### config.mk
export PLATFORM = sky130hd
export DESIGN_NAME = program_loader
export DESIGN_NICKNAME = d
export VERILOG_FILES = /design/src/rtl/program_loader.sv
export SDC_FILE = /design/constraint.sdc
export NUM_CORES = 1
export LEC_CHECK = 0
export BUFFER_PORTS_ARGS = -buffer_cell sky130_fd_sc_hd__buf_2
export CAP_MARGIN = 10
export CORE_AREA = 10 10 111 187
export CTS_CLUSTER_SIZE = 40
export DETAILED_ROUTE_END_ITERATION = 16
export DIE_AREA = 0 0 121 197
export PLACE_DENSITY = 0.64
export SETUP_SLACK_MARGIN = 0.3
export SLEW_MARGIN = 20
export SYNTH_ARGS = -nofsm -noshare
export SYNTH_HDL_FRONTEND = slang
export SYNTH_SLANG_ARGS = --single-unit
### constraint.sdc
create_clock -name clk -period 5.3 [get_ports clk]
set_input_delay 1.06 -clock clk [delete_from_list [all_inputs] [get_ports clk]]
set_output_delay 1.06 -clock clk [all_outputs]
set_load 0.02 [all_outputs]
### src/rtl/program_loader.sv
// Boot-time loader: turns a byte stream into big-endian 32-bit instruction-memory writes
// and keeps the CPU in reset until the whole image has been written.
module program_loader #(
  parameter logic [31:0] BASE_ADDR      = 32'h0000_0000,
  parameter int          MAX_WORDS      = 256,
  parameter int          TIMEOUT_CYCLES = 1000000
) (
  input  logic        clk,
  input  logic        rst,
  input  logic        start,
  input  logic [7:0]  byte_data,
  input  logic        byte_valid,
  output logic        byte_ready,
  output logic        initialize,
  output logic [31:0] instruction_initialize_data,
  output logic [31:0] instruction_initialize_address,
  output logic        cpu_rst,
  output logic        busy,
  output logic        done,
  output logic        error,
  output logic [15:0] words_loaded
);

  localparam int TW = (TIMEOUT_CYCLES < 2) ? 1 : $clog2(TIMEOUT_CYCLES + 1);
  localparam logic [TW-1:0] IDLE_LIMIT = TW'(TIMEOUT_CYCLES - 1);
  localparam logic [16:0]   MAX_W      = 17'(MAX_WORDS);

  localparam logic [2:0] S_IDLE  = 3'd0;
  localparam logic [2:0] S_HDR   = 3'd1;
  localparam logic [2:0] S_LOAD  = 3'd2;
  localparam logic [2:0] S_WRITE = 3'd3;
  localparam logic [2:0] S_DONE  = 3'd4;
  localparam logic [2:0] S_ERROR = 3'd5;

  logic [2:0]    state_q, state_d;
  logic [1:0]    cnt_q, cnt_d;
  logic [15:0]   count_q, count_d;
  logic [31:0]   word_q, word_d;
  logic [TW-1:0] idle_q, idle_d;
  logic [15:0]   words_q, words_d;
  logic [31:0]   data_q, data_d;
  logic [31:0]   addr_q, addr_d;
  logic          ready_q, init_q, cpu_rst_q, busy_q, done_q, error_q;
  logic          accept;
  logic [15:0]   hdr_word;
  logic [31:0]   next_word;

  assign accept    = byte_valid & ready_q;
  assign hdr_word  = {count_q[15:8], byte_data};
  assign next_word = {word_q[23:0], byte_data};

  always_comb begin
    state_d = state_q;
    cnt_d   = cnt_q;
    count_d = count_q;
    word_d  = word_q;
    idle_d  = idle_q;
    words_d = words_q;
    data_d  = data_q;
    addr_d  = addr_q;
    case (state_q)
      S_IDLE, S_DONE, S_ERROR: begin
        if (start) begin
          state_d = S_HDR;
          cnt_d   = 2'd0;
          idle_d  = '0;
          words_d = 16'd0;
        end
      end
      S_HDR: begin
        if (accept) begin
          idle_d = '0;
          if (cnt_q == 2'd0) begin
            count_d = {byte_data, 8'h00};
            cnt_d   = 2'd1;
          end else begin
            count_d = hdr_word;
            cnt_d   = 2'd0;
            if (hdr_word == 16'd0)
              state_d = S_DONE;
            else if ({1'b0, hdr_word} > MAX_W)
              state_d = S_ERROR;
            else
              state_d = S_LOAD;
          end
        end else if (idle_q == IDLE_LIMIT) begin
          state_d = S_ERROR;
        end else begin
          idle_d = idle_q + 1'b1;
        end
      end
      S_LOAD: begin
        if (accept) begin
          idle_d = '0;
          word_d = next_word;
          cnt_d  = cnt_q + 2'd1;
          if (cnt_q == 2'd3) begin
            state_d = S_WRITE;
            data_d  = next_word;
            addr_d  = BASE_ADDR + {14'd0, words_q, 2'b00};
          end
        end else if (idle_q == IDLE_LIMIT) begin
          // Timeout drops whatever part of the word was collected.
          state_d = S_ERROR;
          cnt_d   = 2'd0;
        end else begin
          idle_d = idle_q + 1'b1;
        end
      end
      S_WRITE: begin
        words_d = words_q + 16'd1;
        state_d = ((words_q + 16'd1) == count_q) ? S_DONE : S_LOAD;
      end
      default: state_d = S_IDLE;
    endcase
  end

  // Status outputs are decoded from the next state so they line up with the state register.
  always_ff @(posedge clk) begin
    if (rst) begin
      state_q   <= S_IDLE;
      cnt_q     <= 2'd0;
      count_q   <= 16'd0;
      word_q    <= 32'd0;
      idle_q    <= '0;
      words_q   <= 16'd0;
      data_q    <= 32'd0;
      addr_q    <= BASE_ADDR;
      ready_q   <= 1'b0;
      init_q    <= 1'b0;
      cpu_rst_q <= 1'b1;
      busy_q    <= 1'b0;
      done_q    <= 1'b0;
      error_q   <= 1'b0;
    end else begin
      state_q   <= state_d;
      cnt_q     <= cnt_d;
      count_q   <= count_d;
      word_q    <= word_d;
      idle_q    <= idle_d;
      words_q   <= words_d;
      data_q    <= data_d;
      addr_q    <= addr_d;
      ready_q   <= (state_d == S_HDR) || (state_d == S_LOAD);
      init_q    <= (state_d == S_WRITE);
      cpu_rst_q <= (state_d != S_DONE);
      busy_q    <= (state_d == S_HDR) || (state_d == S_LOAD) || (state_d == S_WRITE);
      done_q    <= (state_d == S_DONE);
      error_q   <= (state_d == S_ERROR);
    end
  end

  assign byte_ready                     = ready_q;
  assign initialize                     = init_q;
  assign instruction_initialize_data    = data_q;
  assign instruction_initialize_address = addr_q;
  assign cpu_rst                        = cpu_rst_q;
  assign busy                           = busy_q;
  assign done                           = done_q;
  assign error                          = error_q;
  assign words_loaded                   = words_q;

endmodule
* After elaboration in Yosys (flattened, before gate mapping) *
Index checks and enable logic that the tools add are counted.
Widths: inputs -> output; s select.

word-level totals
  input bits = 12
  output and inout bits = 86
  flip-flop bits (word level) = 135
  logic and storage cells = 78

cells by class
  reduce and logical (&&, ||, !) cells = 17
  bitwise operators = 1
  order comparisons = 1
  eq/ne operators = 18
  multiplexer cells = 23
  $add $sub $neg = 3

operators with widths
  kind                   number
  $mux 20                3
  $pmux 20 s2            1
  $pmux 16 s2            1
  $mux 3                 9
  $add 20x1->20 const B  1
  $eq 20x20->1 const B   1
  $add 16x1->16 const B  1
  $eq 16x16->1           1
  $gt 16x9->1 const B    1
  $logic_not 16->1       1
  $mux 16                1
  $eq 3x2->1 const B     4
  $eq 3x3->1 const B     4
  $pmux 3 s4             1
  $ne 3x3->1 const B     3
  $reduce_and 3->1       3
  $mux 2                 4
  $mux 8                 1
  $eq 3x1->1 const B     2
  $pmux 2 s3             1
  $reduce_and 2->1       3
  $ne 2x2->1 const B     2
  $reduce_and 4->1       1
  $reduce_bool 2->1      2
  other kinds (10)       11

* Logic depth before layout (Yosys ltp) *
Gate-level depths: netlist (run 1).

  depth after elaboration = 9
  mapped depth = 10
  depth with buffers taken out = 9

* Worst setup path after synthesis (run 1) *
Ideal clock, no wire load.

  path kind = input-to-reg
  from = input port byte_valid
  to = register idle_q[10]
  arrival time = 2.819 ns
  path slack = 2.353 ns
  data required time = 5.172 ns
  path buffers = 2
  cell stages on the path = 9
  path through = and2_1 clkbuf_1 or3_1 clkbuf_1 o41a_1 and3_1 nand4_1 xor2_1 nor2_1

between the ends
  cells in the longest elaborated chain, start to end = 3
  elaborated cells on any way between the ends = 5

RTL lines
  element                                                           line  text
  start: declaration                                                12    input logic byte_valid,
  $and 1x1->1 *                                                     48    assign accept = byte_valid & ready_q;
  $ne 3x3->1 (no source line) or $mux 20 (tied branches)            n/a
  $reduce_and 3->1 (no source line) or $pmux 20 s2 (tied branches)  n/a
  end signal: assignment                                            140   idle_q <= idle_d;
  end: declaration                                                  39    logic [TW-1:0] idle_q, idle_d;

Mark *: on every way between the ends. The rest lies on a longest branch, timed or not.
A chain may end at the register's enable or synchronous reset.

* Worst setup path in the final report (run 1) *
  from = register words_q[0] (netlist: words_loaded[0])
  to = register cpu_rst_q (netlist: cpu_rst)

between the ends
  cells in the longest elaborated chain, start to end = 5

RTL lines
  element                   line  text
  start: declaration        40    logic [15:0] words_q, words_d;
  start signal: assignment  141   words_q <= words_d;
  $add 16x1->16             112   state_d = ((words_q + 16'd1) == count_q) ? S_DONE : S_LOAD;
  $eq 16x16->1              112
  $mux 3                    112
  $pmux 3 s4                61    case (state_q)
  $ne 3x3->1                146   cpu_rst_q <= (state_d != S_DONE);
  end signal: assignment    146
  end: declaration          43    logic ready_q, init_q, cpu_rst_q, busy_q, done_q, error_q;

No other way between the ends.

==> impl_metrics.json, run 1 <==
{
  "synth_area_leaders": "dfxtp_1, nand2_1, a21oi_1",
  "total_power_mw": 2.29,
  "finalSetupTns_ns": 0,
  "leakagePower_nw": 2.70,
  "dp_hpwl_um": 11200,
  "synth_edf_count": 0,
  "grt_first_pass_wirelength_um": 25300,
  "final_nets": 833,
  "synth.avg_cell_area_um2": 7.87,
  "relSlewSlack_pct": 36.1,
  "worst_pin_slew_ns": 0.958,
  "htree_levels": 4,
  "clk_pin_slew_ns": 0.06,
  "synth_cell_types": 58,
  "mostFrequentLayoutCells": "nand2_1, dfxtp_1, a21oi_1, buf_2, nor2_1",
  "syn_inst": 767,
  "crit_path_end_kind": "flip-flop",
  "dp_slack_ns": 2.14,
  "startpoint_type": "flip-flop",
  "finalWirelength_um": 15900,
  "grt_max_degree": 85,
  "dp.cells": 1029,
  "layout_setup_ws_ns": 2.36,
  "hold_buffers": 0,
  "viasPerCell": 4.95,
  "rsz0062_at_grt": "no",
  "ioPinCount": 98,
  "cp.required_ns": 5.60,
  "status": "finished, final reports clean",
  "finalHoldViolCount": 0,
  "drive_gt1_share_pct": 14.7,
  "die-area_um2": 23800,
  "die_y_um": 197,
  "async_flop_share_pct": 0,
  "drt-initial-drc-count": 243,
  "rows": 64,
  "layout_worst_path_cycle_share_pct": 55.4,
  "grt_overflow": 0,
  "cts_sinks": 135,
  "clk_latency_ns": 0.42,
  "synth_seq_area_share_pct": 44.8,
  "min_path_type": "flip-flop to flip-flop",
  "synth-main-ff-cell": "dfxtp_1",
  "maxCapViolCount": 0,
  "coreArea_um2": 17500,
  "drtAntennaViolNets": 0,
  "final_max_slew_viol_count": 0,
  "cts_made_buffers": 17,
  "firstDrtPassIters": 4,
  "track_usage_pct": 13.1,
  "die_w_um": 121,
  "synth-seq-cells": 135,
  "crit_path_max_fanout": 10,
  "setup_viol": 0,
  "tritoncts": "done",
  "post_cts.repair.setup_buffers": 0,
  "grt_pass1_vias": 4911,
  "path_class": "flip-flop to flip-flop",
  "dr_total_vias": 5252,
  "finalNonFillerCells": 1061,
  "yosysTopAreaCell": "dfxtp_1",
  "final_common_cell": "nand2_1",
  "area_growth_pct": 17.1,
  "arrival_ns": 3.24,
  "fin_crit_ns": 2.94,
  "portBuffers": 81,
  "yosysWarnings": 0,
  "n_antenna_cell": 0,
  "wl_per_cell_um": 15.0,
  "max_freq_mhz": 340,
  "nFillCells": 1799,
  "initial_core_util_pct": 34.4,
  "peakVddDrop_v": 0.000209,
  "power_density_nw_per_um2": 324,
  "syn-cell-area_um2": 6040,
  "antenna_found_initial": 3,
  "root_buffer": "clkbuf_16",
  "cts_resized": 0,
  "yosysTopAreaCellShare_pct": 44.8,
  "fin_skew_ns": 0.0137,
  "drc_errors": 0,
  "hold-worst-slack_ns": 0.450,
  "clk_path_buf_depth": 2,
  "place.gp.congestion": 0.841
}
final timing paths:
| path | start | end | slack [ns] | depth (start not counted) |
|---|---|---|---|---|
| max | words_loaded[0] | cpu_rst | 2.36 | 8 |
| min | instruction_initialize_data[28] | instruction_initialize_data[28] | 0.45 | 2 |
| max reg2reg | words_loaded[0] | cpu_rst | 2.36 | 8 |
| min reg2reg | instruction_initialize_data[28] | instruction_initialize_data[28] | 0.45 | 2 |
sequential cells by signal, indices dropped and copies added, names as in the netlist:
| signal | flops |
|---|---|
| done | 1 |
| cnt_q | 2 |
| words_loaded | 16 |
| instruction_initialize_data | 32 |
| byte_ready | 1 |
| initialize | 1 |
| error | 1 |
| cpu_rst | 1 |
| instruction_initialize_address | 16 |
| count_q | 16 |
| busy | 1 |
| idle_q | 20 |
| state_q | 3 |
| word_q | 24 |
where the power goes:
part / switching, mW / total [mW] / internal [mW] / leakage [nW]
clock network: 0.496 / 1.16 / 0.665 / 0.279
logic: 0.0742 / 0.103 / 0.0288 / 1.33
registers: 0.00760 / 1.03 / 1.02 / 1.09
Yosys cell counts (10+ instances only):
| library cell | n |
|---|---|
| mux2i_1 | 10 |
| clkbuf_1 | 40 |
| buf_2 | 10 |
| dfxtp_1 | 135 |
| o21ai_0 | 18 |
| nand4_1 | 11 |
| nand3_1 | 22 |
| a21oi_1 | 110 |
| nor2_1 | 60 |
| xor2_1 | 20 |
| xnor2_1 | 16 |
| nand2_1 | 170 |
| buf_4 | 16 |
layer usage:
layer | wire length, um | up-vias | GRT usage [%]
li1 | - | 2687 | -
met4 | 313 | 6 | 5.61
met5 | 26 | - | 0
met1 | 6330 | 2426 | 14.0
met3 | 909 | 25 | 3.72
met2 | 8320 | 108 | 23.2
cell families after synthesis:
family	count (synthesis)	share of synthesized area (%)
and+or+nand+nor	342	26.1
AOI/OAI and AO/OA	163	15.1
DFF	135	44.8
buffers and inverters	75	5.99
xor gates and xnor gates	36	5.22
muxes	11	1.84
adders and majority gates	4	0.829
other	1	0.0621
cell type report:
type	instances	area [um2]	area share, %
multi-input combinational	572	3040	43.0
sequential	135	2700	38.2
timing repair buffer	84	430	6.09
clock buffer	17	425	6.02
tap	231	289	4.09
clock inverter	15	155	2.20
inverter	7	26.3	0.372
worst max-delay path: stages, from the launching register on:
cell and delay [ns]:
dfxtp_1 0.52, ha_1 0.43, and4_1 0.44, nand2_1 0.11
o32ai_1 0.25, o32ai_1 0.14, a2111o_1 0.39, o32a_1 0.40
nand2b_1 0.15
per-stage QoR:
step | utilization, % | instance area (um2)
floorplan | - | 6090
global placement | 37.0 | 6490
detailed placement | 37.0 | 6490
CTS | 40.3 | 7070
global route | 40.3 | 7070
finish | 40.3 | 7070
No activity file was read; power rests on OpenSTA's default activity.
==> inputs of run 2 (changes only) <==
PLACE_DENSITY = 0.66   (was 0.64)
clock period = 2.7 ns   (was 5.3 ns; I/O delays follow)
==> run 2 against run 1 <==
Against the previous run:
- flip-flop and latch count stayed put
- sequential power is 96% higher
- register-to-register slack worse by 2.0 ns
- non-clock buffer count is 22 higher
- die area stayed put
- wire length is 3.4% higher
- total power is 100% higher
- maximum frequency is 24% higher
- cell area is 4.4% higher
- combinational power is 110% higher
- utilization is 1.8 points higher
- largest cell class unchanged
==> impl_metrics.json, run 2 (synthesized netlist as in run 1, its figures left out) <==
{
  "final_common_cell": "nand2_1",
  "startpoint_type": "flip-flop",
  "power.internal_mw": 3.55,
  "drc_errors": 0,
  "dr_total_vias": 5386,
  "largest_reg_flops": 32,
  "dp_hpwl_um": 11600,
  "max_freq_mhz": 423,
  "p_clk_share_pct": 51.6,
  "grt_overflow": 0,
  "cp.required_ns": 3.00,
  "fin_crit_ns": 2.36,
  "crit_path_end_kind": "flip-flop",
  "final_max_slew_viol_count": 0,
  "pwr-share-seq_pct": 43.8,
  "peakVddDrop_v": 0.000381,
  "status": "finished, final reports clean",
  "mostFrequentLayoutCells": "nand2_1, dfxtp_1, a21oi_1, buf_2, nor2_1",
  "worstHoldPathCells": 3,
  "coreArea_um2": 17500,
  "tritoncts": "done",
  "drt-initial-drc-count": 279,
  "portBuffers": 81,
  "path_class": "flip-flop to flip-flop",
  "setup_viol": 0,
  "post-route-util_pct": 42.1,
  "clk_pin_slew_ns": 0.06,
  "layout_worst_path_cycle_share_pct": 87.6,
  "antenna_found_initial": 2,
  "rows": 64,
  "finalSetupTns_ns": 0,
  "combPwrFrac_pct": 4.6,
  "cts_sinks": 135,
  "track_usage_pct": 13.6,
  "place.gp.congestion": 0.881,
  "die_w_um": 121,
  "leakagePower_nw": 2.88,
  "grt_pass1_vias": 5280,
  "htree_levels": 4,
  "min_path_type": "input pin to flip-flop",
  "swShare_pct": 23.0,
  "finalHoldViolCount": 0,
  "power_density_nw_per_um2": 625,
  "r2r_start": "words_loaded[0]",
  "initial_core_util_pct": 34.4,
  "r2r-end": "cpu_rst",
  "clk_path_buf_depth": 2,
  "arrival_ns": 2.67,
  "drive_gt1_share_pct": 18.9,
  "cp-startpoint": "words_loaded[0]",
  "fin_skew_ns": 0.0102,
  "final_nets": 855,
  "rsz0062_at_grt": "yes",
  "area_growth_pct": 22.2,
  "min_from": "byte_data[4]",
  "relSlewSlack_pct": 64.2,
  "crit_path_max_fanout": 9,
  "wl_per_cell_um": 15.2,
  "finalWirelength_um": 16400,
  "reg2regPathDepth": 8,
  "root_buffer": "clkbuf_16",
  "maxCapViolCount": 0,
  "cp-endpoint": "cpu_rst",
  "p_sw_mw": 1.06,
  "viasPerCell": 4.97,
  "ioPinCount": 98,
  "drtAntennaViolNets": 0,
  "grt_first_pass_wirelength_um": 26300,
  "die-area_um2": 23800,
  "die_y_um": 197,
  "cts_made_buffers": 17,
  "firstDrtPassIters": 4,
  "grt_max_degree": 88,
  "r2r_slack_ns": 0.34,
  "worst_pin_slew_ns": 0.536,
  "clk_latency_ns": 0.42
}
## run 2: stage by stage
step                hold slack (ns)  setup WS [ns]  instances  power (mW)  area [um2]
floorplan                     0.432          0.303        782        2.23        6120
global placement              0.440          0.188       1047        2.27        6660
detailed placement            0.444          0.100       1047        2.27        6660
CTS                           0.395          0.306       1078        4.66        7300
global route                  0.414          0.221       1082        4.76        7380
finish                        0.408          0.336       1083        4.61        7380
## run 2: critical path: stages (launching register included)
cell and delay, ns:
dfxtp_2 0.36, buf_6 0.15, nand4_1 0.26, nor3_2 0.30, nand3_1 0.12, xnor2_1 0.16, a2111o_1 0.42, o32a_1 0.34
nand2b_1 0.15
## run 2: worst min-delay path by stage
stage                                         end  slack, ns
2_1_floorplan     instruction_initialize_data[24]       0.43
3_3_place_gp   instruction_initialize_address[11]       0.44
3_5_place_dp       instruction_initialize_data[7]       0.44
4_1_cts                                 word_q[4]       0.40
5_1_grt            instruction_initialize_data[1]       0.41
6_report                                word_q[4]       0.41
## run 2: cell type report
cell class / instances / area, um2
fillers: 1786 / 10200
clock buffers: 18 / 439
flip-flops and latches: 135 / 2720
inverters: 7 / 26.3
well taps: 231 / 289
clock inverters: 13 / 169
diodes: 1 / 2.50
multi-input cells: 572 / 3110
repair buffers: 106 / 624
## run 2: what timing repair did
| item | CTS | global route |
|---|---|---|
| endpoints found under the setup margin | 7 | 8 |
| buffers inserted | 0 | 4 |
| endpoints found under the hold margin | 0 | 0 |
| hold buffers | 0 | 0 |
| pin swaps | 0 | 2 |
| resized for setup | 9 | 11 |
| cloned | 0 | 0 |
## run 2: metal layers
layer | wire, um | track usage [%] | vias to the layer above | share of wire, %
met1 | 6220 | 13.5 | 2484 | 38
met2 | 8740 | 24.3 | 134 | 53
li1 | - | - | 2733 | -
met4 | 400 | 7.41 | 4 | 2.4
met5 | 24 | 0 | - | 0.15
met3 | 1050 | 4.32 | 31 | 6.4
## run 2: power by group through the flow
stage	sequential [mW]	combinational [mW]	clock, mW
2_1_floorplan	2.06	0.169	0
3_3_place_gp	2.06	0.211	0
3_5_place_dp	2.06	0.211	0
4_1_cts	2.02	0.212	2.43
5_1_grt	2.02	0.234	2.51
6_report	2.02	0.212	2.38
==> inputs of run 3 (changes only) <==
ABC_AREA = 1   (was not set)
PLACE_DENSITY = not set   (was 0.66)
SLEW_MARGIN = 10   (was 20)
==> run 3 against run 2 <==
Against the previous run:
- total power grew 3.3%
- worst setup slack gained 0.24 ns
- combinational power grew 79%
- clock power shrank 2%
- wire length grew 5.5%
- critical path type unchanged
- critical endpoint unchanged
==> impl_metrics.json, run 3 <==
{
  "finalWirelength_um": 17300,
  "cts_sinks": 135,
  "die-area_um2": 23800,
  "drt-initial-drc-count": 248,
  "mostFrequentLayoutCells": "nand2_1, dfxtp_1, nor2_1, buf_2, a21oi_1",
  "cp-endpoint": "cpu_rst",
  "startpoint_type": "flip-flop",
  "setup_viol": 0,
  "dp_hpwl_um": 12600,
  "die_y_um": 197,
  "largest_reg_flops": 32,
  "min_path_type": "input pin to flip-flop",
  "synth_area_leaders": "dfxtp_1, nand2_1, nor2_1",
  "critPathMaxStageDelay_ns": 0.41,
  "grt_max_degree": 55,
  "maxCapViolCount": 0,
  "root_buffer": "clkbuf_16",
  "arrival_ns": 2.45,
  "htree_levels": 4,
  "reg2regPathDepth": 14,
  "synth.most_common_cell": "nand2_1",
  "wl_per_cell_um": 14.7,
  "firstDrtPassIters": 5,
  "grt_first_pass_wirelength_um": 27800,
  "coreArea_um2": 17500,
  "worstHoldPathCells": 3,
  "synthXorXnorAreaFrac_pct": 1.55,
  "portBuffers": 81,
  "synth_cell_types": 39,
  "r2r_start": "words_loaded[1]",
  "finalHoldViolCount": 0,
  "leakagePower_nw": 3.13,
  "syn_inst": 855,
  "path_cells": "ha_1 > nand2_2 > nor2_4 > nand3_1 > nand3_1 > nand2_1 > inv_1 > nand3_1 > nor2_2 > nand4_1 > nand2_1 > nand2_2 > inv_2 > nand2_1",
  "postLayoutCellArea_um2": 7240,
  "clk_latency_ns": 0.42,
  "fin_skew_ns": 0.00788,
  "yosysTopAreaCellShare_pct": 44.7,
  "area_growth_pct": 19.6,
  "n_antenna_cell": 0,
  "syn-cell-area_um2": 6050,
  "synth_top_family_by_area": "simple AND/OR/NAND/NOR gates",
  "crit_path_max_fanout": 6,
  "power_density_nw_per_um2": 658,
  "relSlewSlack_pct": 57.8,
  "synth_edf_count": 0,
  "antenna_found_initial": 0,
  "clk_path_buf_depth": 2,
  "peakVddDrop_v": 0.000464,
  "synth-main-ff-cell": "dfxtp_1",
  "yosysWarnings": 0,
  "viasPerCell": 4.82,
  "critPathBufInv": 2,
  "dp_slack_ns": 0.382,
  "crit_path_end_kind": "flip-flop",
  "total_power_mw": 4.76,
  "final_common_cell": "nand2_1",
  "postPlaceCellArea_um2": 6640,
  "rsz0062_at_grt": "no",
  "slowest_stage": "dfxtp_1",
  "cts_made_buffers": 17,
  "track_usage_pct": 14.6,
  "worst_pin_slew_ns": 0.632,
  "synth-seq-cells": 135,
  "clk_pin_slew_ns": 0.06,
  "synth.avg_cell_area_um2": 7.08,
  "yosys.area_share.simple_pct": 29.9,
  "final_max_slew_viol_count": 0,
  "yosysTopAreaCell": "dfxtp_1",
  "place.gp.congestion": 0.876,
  "max_freq_mhz": 470,
  "critPathTopFamily": "simple AND/OR/NAND/NOR gates",
  "hold-worst-slack_ns": 0.422,
  "synth-adder-area-share_pct": 0.827,
  "rows": 64,
  "async_flop_share_pct": 0,
  "final_nets": 951,
  "ioPinCount": 98,
  "synth_compound_area_share_pct": 14.4,
  "synth.mux.area_fraction_pct": 0,
  "drive_gt1_share_pct": 15.6,
  "layout_setup_ws_ns": 0.573,
  "status": "finished, final reports clean",
  "drc_errors": 0,
  "r2r_slack_ns": 0.57,
  "fin_crit_ns": 2.13,
  "grt_pass1_vias": 5500,
  "crit_cells": 14,
  "finalSetupTns_ns": 0,
  "dr_total_vias": 5681,
  "die_w_um": 121,
  "tritoncts": "done",
  "cp-startpoint": "words_loaded[1]",
  "synth_common_cells": "nand2_1, dfxtp_1, nor2_1",
  "layout_worst_path_cycle_share_pct": 78.8,
  "drtAntennaViolNets": 0,
  "grt_overflow": 0,
  "r2r-end": "cpu_rst",
  "initial_core_util_pct": 34.5,
  "path_class": "flip-flop to flip-flop",
  "synth_seq_area_share_pct": 44.7,
  "cp.required_ns": 3.02
}
run 3: stage by stage:
step	instances	util (%)
2_1_floorplan	870	-
3_3_place_gp	1146	37.9
3_5_place_dp	1146	37.9
4_1_cts	1178	41.2
5_1_grt	1179	41.3
6_report	1179	41.3
run 3: metal layers:
metal,GRT usage (%),part of all wire (%)
met4,6.19,2.5
met1,15.3,40
met5,0,0
met2,26.7,53
met3,3.52,4.8
run 3: worst min-delay path by stage:
stage                      end         start  slack (ns)
global route         word_q[0]  byte_data[0]        0.43
finish               word_q[4]  byte_data[4]        0.42
CTS                  word_q[0]  byte_data[0]        0.41
detailed placement  word_q[22]    word_q[22]        0.46
floorplan           word_q[23]    word_q[23]        0.44
global placement    word_q[20]    word_q[20]        0.45
run 3: worst register-to-register path, cell delays in order, from the launching register on:
cell,delay (ns)
dfxtp_1,0.41
ha_1,0.24
nand2_2,0.14
nor2_4,0.21
nand3_1,0.14
nand3_1,0.11
nand2_1,0.05
inv_1,0.04
nand3_1,0.11
nor2_2,0.15
nand4_1,0.13
nand2_1,0.13
nand2_2,0.07
inv_2,0.07
nand2_1,0.04
run 3: where the power goes:
group / switching [mW] / internal (mW)
Combinational: 0.278 / 0.101
Sequential: 0.0265 / 2.02
Clock: 0.939 / 1.39
Total: 1.24 / 3.52
run 3: cell families after synthesis:
group,count (synthesis)
xor gates and xnor gates,9
DFF,135
AOI/OAI and AO/OA,161
adders and majority gates,4
other,1
and+or+nand+nor,426
buffers and inverters,119
run 3: layout make-up:
type	count	area (um2)
Sequential cell	135	2700
Timing Repair Buffer	93	495
Multi-Input combinational cell	617	2900
Tap cell	231	289
Clock buffer	19	443
Inverter	71	267
Fill cell	1860	10300
Clock inverter	13	145
run 3: what timing repair did:
| item | 4_1_cts | 5_1_grt |
|---|---|---|
| gates resized for setup | 0 | 1 |
| hold buffers | 0 | 0 |
| endpoints found under the setup margin | 0 | 7 |
| setup buffers | 0 | 0 |
